`src/rtl/alu_arbiter.sv`:
```
// alu_arbiter: round-robin sharing of one combinational ALU between two valid/ready requesters,
// with registered ALU inputs and a registered, ID-tagged valid/ready response.
module alu_arbiter #(
    parameter int N = 32
) (
    input  logic         clk,
    input  logic         rst,
    input  logic         req0_valid,
    output logic         req0_ready,
    input  logic [3:0]   req0_op,
    input  logic [N-1:0] req0_a,
    input  logic [N-1:0] req0_b,
    input  logic         req1_valid,
    output logic         req1_ready,
    input  logic [3:0]   req1_op,
    input  logic [N-1:0] req1_a,
    input  logic [N-1:0] req1_b,
    output logic [N-1:0] alu_a,
    output logic [N-1:0] alu_b,
    output logic [3:0]   alu_ctrl,
    input  logic [N-1:0] alu_result,
    output logic         rsp_valid,
    input  logic         rsp_ready,
    output logic [N-1:0] rsp_result,
    output logic         rsp_id,
    output logic         busy
);
    typedef enum logic [1:0] {IDLE, EXEC, RESP} state_t;
    state_t state;
    logic cur_id, last_id, opp, sel1, grant;
    assign opp = !rst && (state == IDLE || (state == RESP && rsp_valid && rsp_ready));
    // requester 1 wins if it is alone, or on contention when requester 0 was granted last
    assign sel1 = req1_valid && (!req0_valid || !last_id);
    assign req0_ready = opp && req0_valid && !sel1;
    assign req1_ready = opp && sel1;
    assign grant = req0_ready || req1_ready;
    assign busy = state != IDLE;
    always_ff @(posedge clk) begin
        if (rst) begin
            state      <= IDLE;
            last_id    <= 1'b1;
            cur_id     <= 1'b0;
            alu_a      <= '0;
            alu_b      <= '0;
            alu_ctrl   <= '0;
            rsp_valid  <= 1'b0;
            rsp_result <= '0;
            rsp_id     <= 1'b0;
        end else begin
            if (grant) begin
                alu_a    <= sel1 ? req1_a : req0_a;
                alu_b    <= sel1 ? req1_b : req0_b;
                alu_ctrl <= sel1 ? req1_op : req0_op;
                cur_id   <= sel1;
                last_id  <= sel1;
            end
            case (state)
                IDLE: state <= grant ? EXEC : IDLE;
                EXEC: begin
                    rsp_result <= alu_result;
                    rsp_id     <= cur_id;
                    rsp_valid  <= 1'b1;
                    state      <= RESP;
                end
                RESP: if (rsp_ready) begin
                    rsp_valid <= 1'b0;
                    state     <= grant ? EXEC : IDLE;
                end
                default: state <= IDLE;
            endcase
        end
    end
endmodule
```
`config.mk`:
```
export PLATFORM = sky130hd
export DESIGN_NAME = alu_arbiter
export DESIGN_NICKNAME = d
export VERILOG_FILES = /design/src/rtl/alu_arbiter.sv
export SDC_FILE = /design/constraint.sdc
export NUM_CORES = 1
export LEC_CHECK = 0
export ABC_AREA = 0
export CELL_PAD_IN_SITES_DETAIL_PLACEMENT = 1
export CELL_PAD_IN_SITES_GLOBAL_PLACEMENT = 1
export CORE_MARGIN = 5
export CORE_UTILIZATION = 27
export CTS_CLUSTER_SIZE = 8
export DETAILED_ROUTE_END_ITERATION = 6
export PLACE_DENSITY = 0.95
export SYNTH_ARGS = -nofsm -noshare
export SYNTH_HDL_FRONTEND = slang
export SYNTH_SLANG_ARGS = --single-unit
```
`constraint.sdc`:
```
create_clock -name clk -period 4.75 [get_ports clk]
set_input_delay 1.425 -clock clk [delete_from_list [all_inputs] [get_ports clk]]
set_output_delay 1.425 -clock clk [all_outputs]
set_load 0.03 [all_outputs]
```
# Yosys cells after proc, flatten, opt, wreduce, memory -nomap -nowiden
# Cells that the tools add are included.
totals:
  reg_bits: 106
  inputBits: 173
  out_inout_bits: 105
op_classes:
  eq_ne: 3
  n_mux: 8
  reduce_logical: 18
ops:
  columns: ["operator", "count"]
  rows:
  - ["$mux W32", 2]
  - ["$logic_and A1 B1 Y1", 7]
  - ["$pmux W2 S3", 1]
  - ["$logic_not A1 Y1", 4]
  - ["$mux W4", 1]
  - ["$reduce_bool A2 Y1", 2]
  - ["$logic_or A1 B1 Y1", 3]
  - ["$eq A2 B1 Y1 const B", 1]
  - ["$eq A2 B2 Y1 const B", 1]
  - ["$logic_not A2 Y1", 1]
  - ["$mux W1", 2]
  - ["$mux W2", 1]
  - ["$ne A2 B2 Y1 const B", 1]
  - ["$pmux W1 S2", 1]
  - ["$reduce_and A2 Y1", 1]

# Logic depth before layout (Yosys ltp)
depth:
  word_depth: 11
  ltp_mapped: 7
  depth_no_buf: 3

# Least setup slack after synthesis
# OpenSTA, ideal clock, no wires.
synth_path:
  kind: "input port to output port"
  from: "input port rst"
  to: "output port req1_ready"
  arrival_time_ps: 2605
  t_required_ps: 3325
  slack_ps: 720
  cell_stages: 5
  path_cell_list: "clkbuf_1 nor2_2 clkbuf_1 nand2_1 nor2_1"
synth_via:
  elab_chain_cells: 3
synth_rtl:
  columns: ["item", "line_no", "rtl"]
  rows:
  - ["start, declared", "7", "input logic rst,"]
  - ["$logic_not A1 Y1", "31", "assign opp = !rst && (state == IDLE || (state == RESP && rsp_valid && rsp_ready));"]
  - ["$logic_and A1 B1 Y1", "31", null]
  - ["$logic_and A1 B1 Y1", "35", "assign req1_ready = opp && sel1;"]
  - ["end, declared", "14", "output logic req1_ready,"]
# Every way passes these cells.

# Worst setup path after layout
layout_path:
  from: "input port rsp_ready"
  to: "output port req1_ready"
layout_via:
  elab_chain_cells: 4
layout_rtl:
  columns: ["item", "line_no", "rtl"]
  rows:
  - ["start, declared", "23", "input logic rsp_ready,"]
  - ["$logic_and A1 B1 Y1", "31", null]
  - ["$logic_or A1 B1 Y1", "31", null]
  - ["$logic_and A1 B1 Y1", "31", null]
  - ["$logic_and A1 B1 Y1", "35", null]
# Every way passes these cells.

==> summary.txt <==
average wire per standard cell = 19.1 um
Post-CTS Setup Bufs = 0
Pins Over Slew Limit = 0
Seq/Total Area, Yosys = 0.464
die area = 19700 sq um
CTS max path bufs = 2
gp weighted congestion = 0.774
via count = 5343
sw frac = 0.317
GR peak layer = met2
post-synth cell types = 27
# fillers = 1951
Initial Util = 0.276
post-layout power = 0.00262 W
multi-input logic area = 2170 sq um
DRT iter0 DRCs = 279
Final nets = 975
n_diodes = 0
met2 Use GR = 0.334
die height = 140 um
sw power = 0.000831 W
Hold Path Sink = rsp_result[18]
reg2reg end = alu_b[31]
Final WS setup = 335 ps
TNS Setup = 0 ps
IO Port Bufs = 277
# IOs = 278
CP max FO = 3
Clock Root Buffer = clkbuf_16
Clk pin slew, worst setup/hold paths = 70 ps
share of cells above drive strength 1 = 0.0595
Post-Syn Area per Cell = 8.06 sq um
CTS buffer count = 9
syn_nets = 741
Worst Skew = 10.8 ps
global routing met3 resource utilization = 0.0552
Pleak = 2.75 nW
Synth Instances = 568
Reg2Reg Depth = 5
Hold Crit Start = rsp_result[18]
RSZ-0062 raised after global routing = false
Post-Route WL = 19600 um
peak supply drop = 173 uV
Core ar. = 16600 sq um
status = finished clean
initial antenna violation count = 0
DRT Pass-1 Iters = 4
Final Non-Filler Cells = 1027
CTS hold repair buffers = 0
max cap viols = 0
Clk network pwr share = 0.312
global route overflow = 0
Post-DRT Antenna Nets = 0
register area = 2120 sq um
Slew headroom = 0.444
DR vias/cell = 5.20
global-route wire length before repair = 30100 um
htree depth = 3
Final Hold Vio Count = 0
Remaining DRCs = 0
crit start category = input port
pre-CTS WS = 324 ps
CTS tree = built
CP Capture Type = output port
Total GRT Usage = 0.189
Reg-to-Reg Start = state[1]
Int Power = 0.00179 W
R2R setup slack = 2420 ps
Worst EP required = 3320 ps
Worst-Margin Slew = 833 ps
CTS sink cnt = 106
worst skew pair latency = 350 ps
Seq cells post-synth = 106
Mapped Area = 4580 sq um
period utilisation layout = 0.929
vias in the first global route = 5652
# rows = 47
Gate power share = 0.301
Max Fclk = 227 MHz
placed cells = 1011
share of total power in sequential cells = 0.387
PwrDens = 338 nW/um^2
CP Class = input port to output port
Ys Warns = 0
pin count of the biggest net entering global routing = 71
number of gates resized after CTS = 0
Worst Hold Class = flop to flop
chip width = 140 um
Hold Path Depth = 2
HPWL Detailed = 14000 um
fin crit period = 4410 ps
GR Util met1 = 0.209
synth-to-layout area growth = 69.8%
setup violators final = 0
critical path arrival = 2990 ps
routing by layer:
metal	vias up	wire, um
met2	223	9800
met1	2568	7580
met3	42	1500
met5	-	0
li1	2510	-
met4	0	754
metrics by stage:
step	utilization	hold WS (ps)	cell area, sq um
floorplan	-	432	4580
global placement	0.449	441	7440
detailed placement	0.449	449	7440
CTS	0.468	460	7770
global route	0.468	484	7770
finish	0.468	454	7770
layout make-up:
| class | count | area share |
|---|---|---|
| Tap cell | 220 | 0.0354 |
| Clock buffer | 9 | 0.0290 |
| Inverter | 2 | 0.000966 |
| Multi-Input combinational cell | 394 | 0.279 |
| Clock inverter | 7 | 0.0127 |
| Sequential cell | 106 | 0.273 |
| Timing Repair Buffer | 289 | 0.369 |
synth_stat cells (all sizes together):
cell,n,area (sq um)
nor2b,1,6.26
and2,1,6.26
buf,14,96.3
and3,2,12.5
inv,2,7.51
a21bo,2,20.0
nor2,5,21.3
o32ai,1,8.76
dfxtp,106,2120
a311oi,69,667
o21ai,1,5.00
a21oi,35,175
or2,2,12.5
nand2,203,762
a211oi,1,7.51
clkbuf,52,196
a21boi,1,11.3
a31oi,68,425
nand2b,2,12.5
power by group through the flow:
| stage | Sequential, W | Combinational, W | Clock (W) |
|---|---|---|---|
| floorplan | 0.00118 | 0.000262 | 0 |
| global placement | 0.00103 | 0.000779 | 0 |
| CTS | 0.00102 | 0.000798 | 0.000851 |
| finish | 0.00102 | 0.000788 | 0.000820 |
| global route | 0.00103 | 0.000839 | 0.000879 |
| detailed placement | 0.00104 | 0.000795 | 0 |
state kept, by name, indices dropped and copies added (netlist names):
name / cells
alu_a: 32
alu_b: 32
rsp_result: 32
alu_ctrl: 4
state: 2
cur_id: 1
last_id: 1
rsp_id: 1
rsp_valid: 1
critical path, cell delays in order:
cell	delay [ps]
clkdlybuf4s50_1	500
a21bo_2	190
nand2_1	90
nor2_1	110
clkdlybuf4s50_1	670
worst max path at each step:
stage | start | to | slack [ps] | depth (start not counted)
4_1_cts | rsp_ready | req1_ready | 320 | 5
5_1_grt | rsp_ready | req1_ready | 250 | 5
3_3_place_gp | rsp_ready | req1_ready | 310 | 5
3_5_place_dp | rsp_ready | req1_ready | 320 | 5
2_1_floorplan | rst | req1_ready | 720 | 5
6_report | rsp_ready | req1_ready | 340 | 5
layout by cell type (no fill, tap or decap), types with 2 or more instances in the layout:
master	instances
or2_2	2
clkdlybuf4s50_1	275
a21bo_2	2
nand2b_1	2
a311oi_1	59
clkbuf_16	9
dfxtp_1	106
inv_6	2
bufinv_16	2
nand2_1	203
nor2_1	4
buf_4	13
a21oi_1	35
a311oi_2	10
inv_1	2
a31oi_1	68
cell families (layout without fill, tap and decap cells):
family | count (synthesis) | after routing | synth area share
AND/OR/NAND/NOR | 216 | 216 | 0.182
AO/OA/AOI/OAI | 178 | 178 | 0.288
flip-flops | 106 | 106 | 0.464
buffers and inverters | 68 | 307 | 0.0656
Power figures use the tool's default switching activity.
